## src/rtl/simple_proc_ctrl.sv

```systemverilog
// simple_proc_ctrl: instruction-side sequencer for simple_proc_alu.
// Fetches 20-bit instructions over a req/valid handshake and decodes them.
// Reads an 8x16 register file, issues opcode/operands to the ALU, writes
// back the registered ALU result and resolves branches from the ALU flags.
// Ports:
//   clk, rst_n          clock, async active-low reset
//   start               begin execution at PC=0 (honoured in IDLE/HALT)
//   halted              high while in HALT
//   imem_req/addr       fetch request and address (= PC)
//   imem_valid/rdata    fetch response
//   alu_*  (out)        opcode, imm7 and operands to the ALU
//   alu_*  (in)         registered ALU result and N/Z/C/V flags
//   dbg_sel/dbg_data    combinational register-file read port
module simple_proc_ctrl (
  input  logic        clk,
  input  logic        rst_n,
  input  logic        start,
  output logic        halted,
  output logic        imem_req,
  output logic [6:0]  imem_addr,
  input  logic        imem_valid,
  input  logic [19:0] imem_rdata,
  output logic [3:0]  alu_opcode,
  output logic [6:0]  alu_immediate_offset,
  output logic [15:0] alu_operand_1,
  output logic [15:0] alu_operand_2,
  input  logic [15:0] alu_result,
  input  logic        alu_overflow,
  input  logic        alu_carry,
  input  logic        alu_negative,
  input  logic        alu_zero,
  input  logic [2:0]  dbg_sel,
  output logic [15:0] dbg_data
);

  localparam int unsigned NUM_REGS = 8;
  localparam int unsigned DATA_W   = 16;
  localparam int unsigned PC_W     = 7;
  localparam int unsigned OP_W     = 4;
  localparam int unsigned REG_W    = 3;

  localparam logic [OP_W-1:0] OP_LAST_ALU = 4'd12;
  localparam logic [OP_W-1:0] OP_CMP      = 4'd11;
  localparam logic [OP_W-1:0] OP_BR       = 4'd13;
  localparam logic [OP_W-1:0] OP_NOP      = 4'd14;
  localparam logic [OP_W-1:0] OP_HLT      = 4'd15;
  // Idle opcode: the ALU never updates flags on it
  localparam logic [OP_W-1:0] OP_IDLE     = 4'hE;

  typedef struct packed {
    logic [OP_W-1:0]  op;
    logic [REG_W-1:0] rd;
    logic [REG_W-1:0] rn;
    logic [REG_W-1:0] rm;
    logic [PC_W-1:0]  imm;
  } instr_t;

  typedef enum logic [2:0] {
    S_IDLE  = 3'd0,
    S_FETCH = 3'd1,
    S_EXEC  = 3'd2,
    S_WB    = 3'd3,
    S_HALT  = 3'd4
  } state_t;

  state_t              state_q, state_d;
  logic [PC_W-1:0]     pc_q, pc_d;
  logic [OP_W-1:0]     op_q, op_d;
  logic [REG_W-1:0]    rd_q, rd_d;
  logic [PC_W-1:0]     imm_q, imm_d;
  logic [DATA_W-1:0]   regs_q [NUM_REGS];
  logic [DATA_W-1:0]   regs_d [NUM_REGS];
  logic                halted_q, halted_d;
  logic                imem_req_q, imem_req_d;
  logic [OP_W-1:0]     alu_op_q, alu_op_d;
  logic [PC_W-1:0]     alu_imm_q, alu_imm_d;
  logic [DATA_W-1:0]   alu_a_q, alu_a_d;
  logic [DATA_W-1:0]   alu_b_q, alu_b_d;

  instr_t              fetched;
  logic                br_taken;

  assign fetched = instr_t'(imem_rdata);

  // Branch condition; rd field carries cond, flags come straight from the ALU
  always_comb begin
    br_taken = 1'b0;
    case (rd_q)
      3'd0: br_taken = 1'b1;
      3'd1: br_taken = alu_zero;
      3'd2: br_taken = !alu_zero;
      3'd3: br_taken = (alu_negative == alu_overflow);
      3'd4: br_taken = (alu_negative != alu_overflow);
      3'd5: br_taken = alu_carry;
      3'd6: br_taken = !alu_carry;
      3'd7: br_taken = alu_negative;
      default: br_taken = 1'b0;
    endcase
  end

  // Next-state, datapath and output-register logic
  always_comb begin
    state_d   = state_q;
    pc_d      = pc_q;
    op_d      = op_q;
    rd_d      = rd_q;
    imm_d     = imm_q;
    regs_d    = regs_q;
    alu_op_d  = OP_IDLE;
    alu_imm_d = '0;
    alu_a_d   = '0;
    alu_b_d   = '0;

    case (state_q)
      S_IDLE, S_HALT: begin
        if (start) begin
          pc_d    = '0;
          state_d = S_FETCH;
        end
      end
      S_FETCH: begin
        if (imem_valid) begin
          op_d      = fetched.op;
          rd_d      = fetched.rd;
          imm_d     = fetched.imm;
          // ALU drive is registered so it is stable for the whole EXEC cycle
          alu_op_d  = fetched.op;
          alu_imm_d = fetched.imm;
          alu_a_d   = regs_q[fetched.rn];
          alu_b_d   = regs_q[fetched.rm];
          state_d   = S_EXEC;
        end
      end
      S_EXEC: begin
        if (op_q <= OP_LAST_ALU) begin
          state_d = S_WB;
        end else if (op_q == OP_BR) begin
          pc_d    = br_taken ? imm_q : pc_q + PC_W'(1);
          state_d = S_FETCH;
        end else if (op_q == OP_NOP) begin
          pc_d    = pc_q + PC_W'(1);
          state_d = S_FETCH;
        end else if (op_q == OP_HLT) begin
          state_d = S_HALT;
        end
      end
      S_WB: begin
        if (op_q != OP_CMP) begin
          regs_d[rd_q] = alu_result;
        end
        pc_d    = pc_q + PC_W'(1);
        state_d = S_FETCH;
      end
      default: state_d = S_IDLE;
    endcase

    imem_req_d = (state_d == S_FETCH);
    halted_d   = (state_d == S_HALT);
  end

  // State and output registers
  always_ff @(posedge clk or negedge rst_n) begin
    if (!rst_n) begin
      state_q    <= S_IDLE;
      pc_q       <= '0;
      op_q       <= '0;
      rd_q       <= '0;
      imm_q      <= '0;
      regs_q     <= '{default: '0};
      halted_q   <= 1'b0;
      imem_req_q <= 1'b0;
      alu_op_q   <= OP_IDLE;
      alu_imm_q  <= '0;
      alu_a_q    <= '0;
      alu_b_q    <= '0;
    end else begin
      state_q    <= state_d;
      pc_q       <= pc_d;
      op_q       <= op_d;
      rd_q       <= rd_d;
      imm_q      <= imm_d;
      regs_q     <= regs_d;
      halted_q   <= halted_d;
      imem_req_q <= imem_req_d;
      alu_op_q   <= alu_op_d;
      alu_imm_q  <= alu_imm_d;
      alu_a_q    <= alu_a_d;
      alu_b_q    <= alu_b_d;
    end
  end

  assign halted               = halted_q;
  assign imem_req             = imem_req_q;
  assign imem_addr            = pc_q;
  assign alu_opcode           = alu_op_q;
  assign alu_immediate_offset = alu_imm_q;
  assign alu_operand_1        = alu_a_q;
  assign alu_operand_2        = alu_b_q;
  assign dbg_data             = regs_q[dbg_sel];

endmodule

```

## config.mk

```make
export PLATFORM = sky130hd
export DESIGN_NAME = simple_proc_ctrl
export DESIGN_NICKNAME = d
export VERILOG_FILES = /design/src/rtl/simple_proc_ctrl.sv
export SDC_FILE = /design/constraint.sdc
export NUM_CORES = 1
export LEC_CHECK = 0
export ABC_CLOCK_PERIOD_IN_PS = 2700
export BUFFER_PORTS_ARGS = -buffer_cell sky130_fd_sc_hd__buf_2
export CORE_UTILIZATION = 35
export DETAILED_ROUTE_END_ITERATION = 6
export PLACE_DENSITY = 0.56
export SYNTH_ARGS = -nofsm -noshare
export SYNTH_HDL_FRONTEND = slang
export SYNTH_SLANG_ARGS = --single-unit
```

## constraint.sdc

```tcl
create_clock -name clk -period 2.7 [get_ports clk]
set_input_delay 0.54 -clock clk [delete_from_list [all_inputs] [get_ports clk]]
set_output_delay 0.54 -clock clk [all_outputs]
set_load 0.05 [all_outputs]
```

==> metrics.md <==
| Metric | Value |
|---|---|
| Status | `complete, no violations` |
| Sequential area share after synthesis | `0.476` |
| Clock Skews | `between 20 and 25 ps` |
| TritonCTS buffer count | `17` |
| CTS tree | `yes` |
| Post-synthesis simple-gate area fraction | `0.0627` |
| Num Clock Sinks | `197` |
| RSZ-0062 raised after global routing | `no` |
| Max rail drop VDD | `0.520 mV` |
| WS Path Type | `in2out` |
| Commonest non-fill, non-tap cell in the layout | `dfrtp_1` |
| Port Buffers | `114` |
| Worst setup SP type | `primary input` |
| CP dominant cell by count | `buf_2` |
| Max-cap check violation count | `0` |
| Final worst-path cycle share | `0.925` |
| Max-Slew Margin vs Limit | `0.509` |
| Synth top area share | `0.469` |
| Synth async-reset ratio | `1.00` |
| Critical-path cell with the highest stage delay | `mux4_2` |
| Buf+Inv Stages, Crit Path | `3` |
| Worst-margin pin slew | `736 ps` |
| GPL Wtd Cong | `slightly below 0.8` |
| Cells after synthesis | `just under 700` |
| Most frequent cells in the layout | `dfrtp_1 (194), mux2_2 (141), buf_2 (113)` |
| WL/cell | `21.0 microns` |
| Antenna Nets Post-Route | `0` |
| # IOs | `115` |
| Crit path max-delay family | `multiplexers` |
| Fmax | `roughly 0.4 GHz` |
| Synth Area in Adders | `0.00121` |
| R2r setup slk | `430 ps` |
| Post-synthesis compound-gate area fraction | `0.0276` |
| Pin count of the biggest net entering global routing | `70` |
| Via count of the first global-routing pass | `6682` |
| Tmin final | `2500 ps` |
| WL final | `25.2 mm` |
| Top area cells in the synthesized netlist | `dfrtp_1 (47%), mux4_2 (21%), mux2_2 (15%), mux2i_1 (3.8%), nor2_1 (1.5%)` |
| Core Util, Final | `0.418` |
| YS warnings | `0` |
| Worst r2r src | `state_q[2]$_DFF_PN0_` |
| Hold crit path type | `in2async` |
| Gr ovfl total | `0` |
| Critical path fanouts, max | `22` |
| DRC Markers | `0` |
| Die height | `between 150 and 200 microns` |
| Number of synthesized flops with an enable pin | `0` |
| Largest family of logic cells by synthesized area | `multiplexers` |
| Root Buffer | `clkbuf_16` |
| Fillers | `2657` |
| CTS max path bufs | `2` |
| Area Growth Syn to Fin | `16.8%` |
| H-tree levels | `4` |
| Full die area | `between 30000 and 40000 sq um` |
| Post-CTS setup buffer count | `0` |
| Final setup vio count | `0` |
| Static Leak | `0.00535 uW` |
| Fraction of layout instances using a drive strength above 1 | `0.525` |
| Netlist cell types | `between 50 and 60` |
| Num rows | `62` |
| Register bit count reported by yosys | `roughly 200` |
| Mean area per synthesized cell | `roughly 15 sq um` |
| Design Area, Final | `around 12000 sq um` |
| Crit path DAT | `1960 ps` |
| CTS hold repair buffers | `0` |
| Layout Cells excl Fill | `1199` |
| Clk slew on worst S/H paths | `80 ps` |
| Main synth FF type | `dfrtp_1` |
| Clk_lat worst skew | `440 ps` |
| Power Density | `around 1100 nW/um^2` |
| Reg2reg end | `regs_q[54]$_DFFE_PN0P_` |
| Synth Net Count | `roughly 740` |
| Core area | `28900 sq um` |
| Worst Reg2Reg Path Length in Cells | `6` |
| Post-DP HPWL | `16.0 mm` |
| Hold Violations, Final | `0` |
| Post-synthesis mux area share | `0.403` |
| Worst path cell trace | `buf_2, buf_12, mux4_2, mux2_2, buf_2` |
| Setup Total Neg Slack | `0 ps` |
| Starting Density | `0.358` |
| First-pass detailed-route iteration total | `4` |
| Initial antenna violation count | `1` |
| Die X | `between 150 and 200 microns` |
| Synthesized area | `between 10000 and 15000 sq um` |
| Vias | `between 6k and 7k` |
| XOR/XNOR share of the synthesized area | `0.00423` |
| Endpoint class of the critical path | `output pin` |
| Vias per cell | `5.40` |
| Worst Path Required | `2160 ps` |
| Placed inst area | `11500 sq um` |
| Highest cell delay on the worst timing path | `530 ps` |
| Initial drt markers | `418` |
| Slew Limit Fails | `0` |
| Post-Place Cells | `1166` |
| Total Routing Usage GR | `0.175` |
| Leading area contributor after synthesis | `dfrtp_1` |
| Layout net count | `849` |
| First-pass GRT wire length | `~40 mm` |
| # resized after CTS | `0` |
==> cell families (layout without fill, tap and decap cells) <==
group	after synthesis	after routing
AND/OR/NAND/NOR	118	118
flip-flops	197	197
buffers and inverters	50	173
AO/OA/AOI/OAI	41	41
multiplexers	279	279
other	0	1
XOR/XNOR	5	5
adder cells (fa/ha/maj)	1	1
==> worst register-to-register path: cells and delay by family, from the launching register on <==
family / cells / cell delay [ps]
simple gates: 4 / 970
flops: 1 / 430
mux: 1 / 390
buf+inv: 1 / 340
==> layout make-up <==
type,instances,area [sq um],area share
Clock inverter,12,118,0.00973
Timing Repair Buffer,141,920,0.0761
Tap cell,384,480,0.0397
Antenna cell,1,2.50,0.000207
Sequential cell,197,4930,0.408
Clock buffer,20,467,0.0386
Multi-Input combinational cell,444,5170,0.428
==> power by group <==
part | switching, uW | total [uW] | internal, uW
Combinational | 2710 | 5440 | 2730
Sequential | 1110 | 5310 | 4200
Clock | 1230 | 2520 | 1290
Total | 5050 | 13300 | 8220
==> metrics by stage <==
stage                     power [uW]  hold slack, ps  worst slack (ps)
after detailed placement       10800             466               200
final                          13300            31.5               203
after global routing           14100            62.2               145
after floorplan                 9460             244               190
after CTS                      13400            54.9               200
after global placement         10800             455               207
==> state kept, by name (all words and copies together) (netlist names), 4 cells and up <==
signal	flops
regs_q	128
imm_q	7
imem_addr	7
op_q	4
alu_operand_1	16
alu_opcode	4
alu_immediate_offset	7
alu_operand_2	16
==> worst max path at each step <==
stage,startpoint,to,slack [ps],depth (start not counted)
final,dbg_sel[0],dbg_data[12],200,5
after global routing,dbg_sel[0],dbg_data[12],140,5
after CTS,dbg_sel[0],dbg_data[12],200,5
after detailed placement,dbg_sel[0],dbg_data[12],200,5
after global placement,dbg_sel[0],dbg_data[1],210,5
after floorplan,dbg_sel[0],dbg_data[10],190,4
==> synthesized netlist by cell type, types with 7 or more instances <==
library cell,count
o21ai_0,10
buf_2,12
clkbuf_1,23
a21o_1,9
nand2_1,29
nor2_1,42
mux2_2,141
mux4_2,96
mux2i_1,39
buf_4,7
nand2b_1,7
dfrtp_1,194
and2_1,10
==> per-layer routing <==
metal / GRT usage / wire, microns
met2: 0.280 / 12300
met3: 0.0343 / 1130
met1: 0.243 / 11500
met4: 0.0475 / 353
met5: 0 / 0
Note: power is estimated with default switching activity, not from simulation.
